<file path="config.mk">
export PLATFORM = sky130hd
export DESIGN_NAME = updown_mod_counter
export DESIGN_NICKNAME = d
export VERILOG_FILES = /design/src/rtl/updown_mod_counter.sv
export SDC_FILE = /design/constraint.sdc
export NUM_CORES = 1
export LEC_CHECK = 0
export ABC_AREA = 1
export CORE_MARGIN = 3
export CORE_UTILIZATION = 50
export DETAILED_ROUTE_END_ITERATION = 8
export HOLD_SLACK_MARGIN = 0.08
export PLACE_DENSITY = 0.8
export SLEW_MARGIN = 20
export SYNTH_ARGS = -nofsm -noshare
export SYNTH_HDL_FRONTEND = slang
export SYNTH_SLANG_ARGS = --single-unit
</file>
<file path="constraint.sdc">
create_clock -name clock -period 2.2 [get_ports clock]
set_input_delay 0.66 -clock clock [delete_from_list [all_inputs] [get_ports clock]]
set_output_delay 0.66 -clock clock [all_outputs]
set_load 0.05 [all_outputs]
</file>
<file path="src/rtl/updown_mod_counter.sv">
// rtl/updown_mod_counter.sv - modulo up/down counter with load, saturate option and sticky limit flags
module updown_mod_counter #(
  parameter int              WIDTH       = 8,
  parameter longint unsigned MAX_COUNT   = (64'd1 << WIDTH) - 64'd1,
  parameter bit              SATURATE    = 1'b0,
  parameter longint unsigned RESET_VALUE = 64'd0
) (
  input  logic             clock,
  input  logic             clear,
  input  logic             enable,
  input  logic             load,
  input  logic [WIDTH-1:0] preset,
  input  logic             up,
  input  logic             down,
  input  logic             ovf_ack,
  output logic [WIDTH-1:0] Q_out,
  output logic             tc,
  output logic             ovf,
  output logic             udf
);

  localparam logic [WIDTH:0]   MAX_EXT = (WIDTH+1)'(MAX_COUNT);
  localparam logic [WIDTH:0]   ONE_EXT = (WIDTH+1)'(1);
  localparam logic [WIDTH-1:0] MAX_Q   = MAX_EXT[WIDTH-1:0];
  localparam logic [WIDTH-1:0] RST_Q   = WIDTH'(RESET_VALUE);

  logic [WIDTH:0]   cnt_ext;
  logic [WIDTH:0]   pre_ext;
  logic [WIDTH:0]   inc_ext;
  logic [WIDTH:0]   dec_ext;
  logic [WIDTH-1:0] next_q;
  logic             next_tc;
  logic             set_ovf;
  logic             set_udf;

  // One extra bit keeps MAX_COUNT = 2**WIDTH-1 comparisons and the borrow free of truncation.
  always_comb begin
    cnt_ext = {1'b0, Q_out};
    pre_ext = {1'b0, preset};
    inc_ext = cnt_ext + ONE_EXT;
    dec_ext = cnt_ext - ONE_EXT;
    next_q  = Q_out;
    next_tc = 1'b0;
    set_ovf = 1'b0;
    set_udf = 1'b0;
    if (load) begin
      next_q = (pre_ext > MAX_EXT) ? MAX_Q : preset;
    end else if (enable && (up ^ down)) begin
      if (up) begin
        if (inc_ext > MAX_EXT) begin
          next_q  = SATURATE ? MAX_Q : '0;
          next_tc = 1'b1;
          set_ovf = 1'b1;
        end else begin
          next_q = inc_ext[WIDTH-1:0];
        end
      end else begin
        if (dec_ext[WIDTH]) begin
          next_q  = SATURATE ? '0 : MAX_Q;
          next_tc = 1'b1;
          set_udf = 1'b1;
        end else begin
          next_q = dec_ext[WIDTH-1:0];
        end
      end
    end
  end

  // A flag being set on the same edge as an acknowledge stays set.
  always_ff @(posedge clock or posedge clear) begin
    if (clear) begin
      Q_out <= RST_Q;
      tc    <= 1'b0;
      ovf   <= 1'b0;
      udf   <= 1'b0;
    end else begin
      Q_out <= next_q;
      tc    <= next_tc;
      ovf   <= set_ovf | (ovf & ~ovf_ack);
      udf   <= set_udf | (udf & ~ovf_ack);
    end
  end

endmodule

</file>
==> out/results.txt <==
Setup Viol. Count Final -> 0
Worst skew pair latency -> 0.27 ns
Sequential area share after synthesis -> 24.6%
Status -> completed
Max H-tree Level -> 1
Synth Flop Type -> dfrtp_1
Combinational share of power -> 50.0%
Worst slew pin tran -> 0.516 ns
Slew Viols, Final -> 0
Netlist cell types -> 33
GRT overflow -> 0
Routed vias/inst -> 5.19
Synth Net Count -> 195
Final period util -> 94.1%
Tot GR Track Use -> 23.7%
RSZ-0062 raised after global routing -> false
Setup Skew -> 0.00850 ns
Full die area -> 2850 um2
Seq pwr share -> 33.3%
CP endpoint kind -> output pin
Cell Area, Synth -> 1120 um2
Crit-path cells -> clkdlybuf4s50_1
Final Core Density -> 71.3%
CP delay by family, top -> buffers and inverters
Remaining routing DRC violations -> 0
Avg WL per Cell -> 12.6 um
Largest net degree at the start of global routing -> 15
CP bufs+invs -> 1
Min Tclk post-route -> 2.07 ns
Global-route wire length before repair -> 4.95 mm
Setup TNS -> 0 ns
Yosys reg bits -> 11
Most frequent cells in the layout -> nand2_1, nor2_1, clkdlybuf4s50_1
Boundary Pins -> 26
Final Hold Fails -> 0
Worst min path class -> reg -> reg
Critical path class -> reg -> out
Hold Slack -> 0.514 ns
Starting Density -> 54.9%
CTS clk-pin slew, worst paths -> 0.07 ns
Synth warnings -> 0
Worst EP required -> 1.54 ns
Worst setup SP type -> register
Synthesized instance count -> 177
Core area -> 2040 um2
Max_slew headroom -> 65.6%
Clk Tree Root Cell -> clkbuf_4
CTS tree -> built
CP max stage delay -> 0.80 ns
Routed Antenna Nets -> 0
Int Pwr -> 0.456 mW
Die height -> 53.4 um
Drt pass-1 iters -> 4
Most common cell after layout, fill and taps aside -> nand2_1
Clock tree sinks -> 11
Die X -> 53.4 um
# Max-Cap Violations -> 0
P_sw -> 0.395 mW
CTS Hold Bufs -> 0
Final nets -> 229
Vias in the first global route -> 1158
Clock Power Share -> 16.6%
Switch share -> 46.5%
Asr flop ratio synth -> 100%
Row Count -> 16
P&R area growth vs syn -> 29.9%
Vias -> 1229
Power Density -> 584 nW/um2
Clock Path Buffers -> 2
Post-CTS Setup Inserts -> 0
CP max-delay cell -> clkdlybuf4s50_1
DP HPWL -> 2.42 mm
Maximum resistive drop on vdd -> 0.429 mV
CTS resizes -> 0
CTS buffer count -> 3
Antenna violations before repair -> 0
Initial detailed-routing violation count -> 36
Final wirelength -> 2.99 mm
Worst EP arrival -> 1.41 ns
Routability cong. -> 0.913
# diodes -> 0
P_leak -> 0.734 nW
Crit Path Max Fanout -> 2
Layout cell share with drive strength beyond 1 -> 20.5%
Tot Pwr -> 0.851 mW
F_max -> 0.483 GHz
Syn_area_per_cell -> 6.33 um2
EDFF count, synth -> 0
Buffers on Ports -> 25
## power by group through the flow
| stage | registers [mW] | clock network (mW) | logic (mW) |
|---|---|---|---|
| 3_5_place_dp | 0.287 | 0 | 0.424 |
| 2_1_floorplan | 0.345 | 0 | 0.230 |
| 5_1_grt | 0.288 | 0.151 | 0.466 |
| 6_report | 0.284 | 0.141 | 0.426 |
| 4_1_cts | 0.283 | 0.147 | 0.427 |
| 3_3_place_gp | 0.286 | 0 | 0.415 |
## path summary, 6_finish.rpt
check | startpoint | end | slack (ns) | cells past startpoint
hold reg to reg | ovf$_DFF_PP0_ | ovf$_DFF_PP0_ | 0.51 | 2
max in group asynchronous | clear | tc$_DFF_PP0_ | 1.20 | 2
min in group asynchronous | clear | Q_out[6]$_DFFE_PP0P_ | 0.68 | 2
setup reg to reg | Q_out[2]$_DFFE_PP0P_ | Q_out[3]$_DFFE_PP0P_ | 0.43 | 11
hold / removal | ovf$_DFF_PP0_ | ovf$_DFF_PP0_ | 0.51 | 2
setup / recovery | udf$_DFF_PP0_ | udf | 0.13 | 1
## Yosys cell counts, types with 2 or more instances
| cell type | count | area [um2] |
|---|---|---|
| a21oi_1 | 7 | 35.0 |
| buf_4 | 2 | 15.0 |
| clkinv_1 | 3 | 11.3 |
| dfrtp_1 | 11 | 275 |
| ha_1 | 3 | 37.5 |
| inv_1 | 16 | 60.1 |
| inv_2 | 3 | 11.3 |
| nand2_1 | 54 | 203 |
| nand2_2 | 4 | 25.0 |
| nand2_4 | 2 | 22.5 |
| nand3_1 | 13 | 65.1 |
| nand3_2 | 4 | 40.0 |
| nand3_4 | 2 | 35.0 |
| nor2_1 | 28 | 105 |
| nor2_2 | 3 | 18.8 |
| o21ai_0 | 2 | 10.0 |
| o21ai_1 | 3 | 15.0 |
| xor2_1 | 2 | 17.5 |
## final cells by class
class	count	area, um2
repair buffers	34	310
inverters	22	82.6
well taps	27	33.8
fillers	171	586
flip-flops and latches	11	275
multi-input cells	139	728
clock buffers	4	26.3
## stage by stage
stage | std cells | cell area [um2] | setup slack, ns
2_1_floorplan | 177 | 1120 | 0.182
3_3_place_gp | 233 | 1430 | 0.159
3_5_place_dp | 233 | 1430 | 0.0973
4_1_cts | 237 | 1460 | 0.114
5_1_grt | 237 | 1460 | 0.0929
6_report | 237 | 1460 | 0.130
## layer usage
layer	track usage, %	vias up	wire [um]
met4	6.38	0	31
met3	3.38	4	136
met5	0	-	0
li1	-	626	-
met1	27.7	566	1300
met2	44.1	33	1530
## flip-flops by register name, indices dropped and copies added, names as in the netlist
name   count
ovf        1
tc         1
Q_out      8
udf        1
## cell families after synthesis
| group | after synthesis | synth area share, % |
|---|---|---|
| adder cells (fa/ha/maj) | 3 | 3.35 |
| buffers and inverters | 27 | 10.5 |
| AND/OR/NAND/NOR | 116 | 50.4 |
| flip-flops | 11 | 24.6 |
| AO/OA/AOI/OAI | 18 | 9.60 |
| XOR/XNOR | 2 | 1.56 |
## worst min-delay path, delay by kind of cell, from the launching register on
family	cells	cell delay (ns)
compound gates	1	0.05
buf+inv	1	0.05
flops	1	0.37
(Power assumes the default switching activity.)
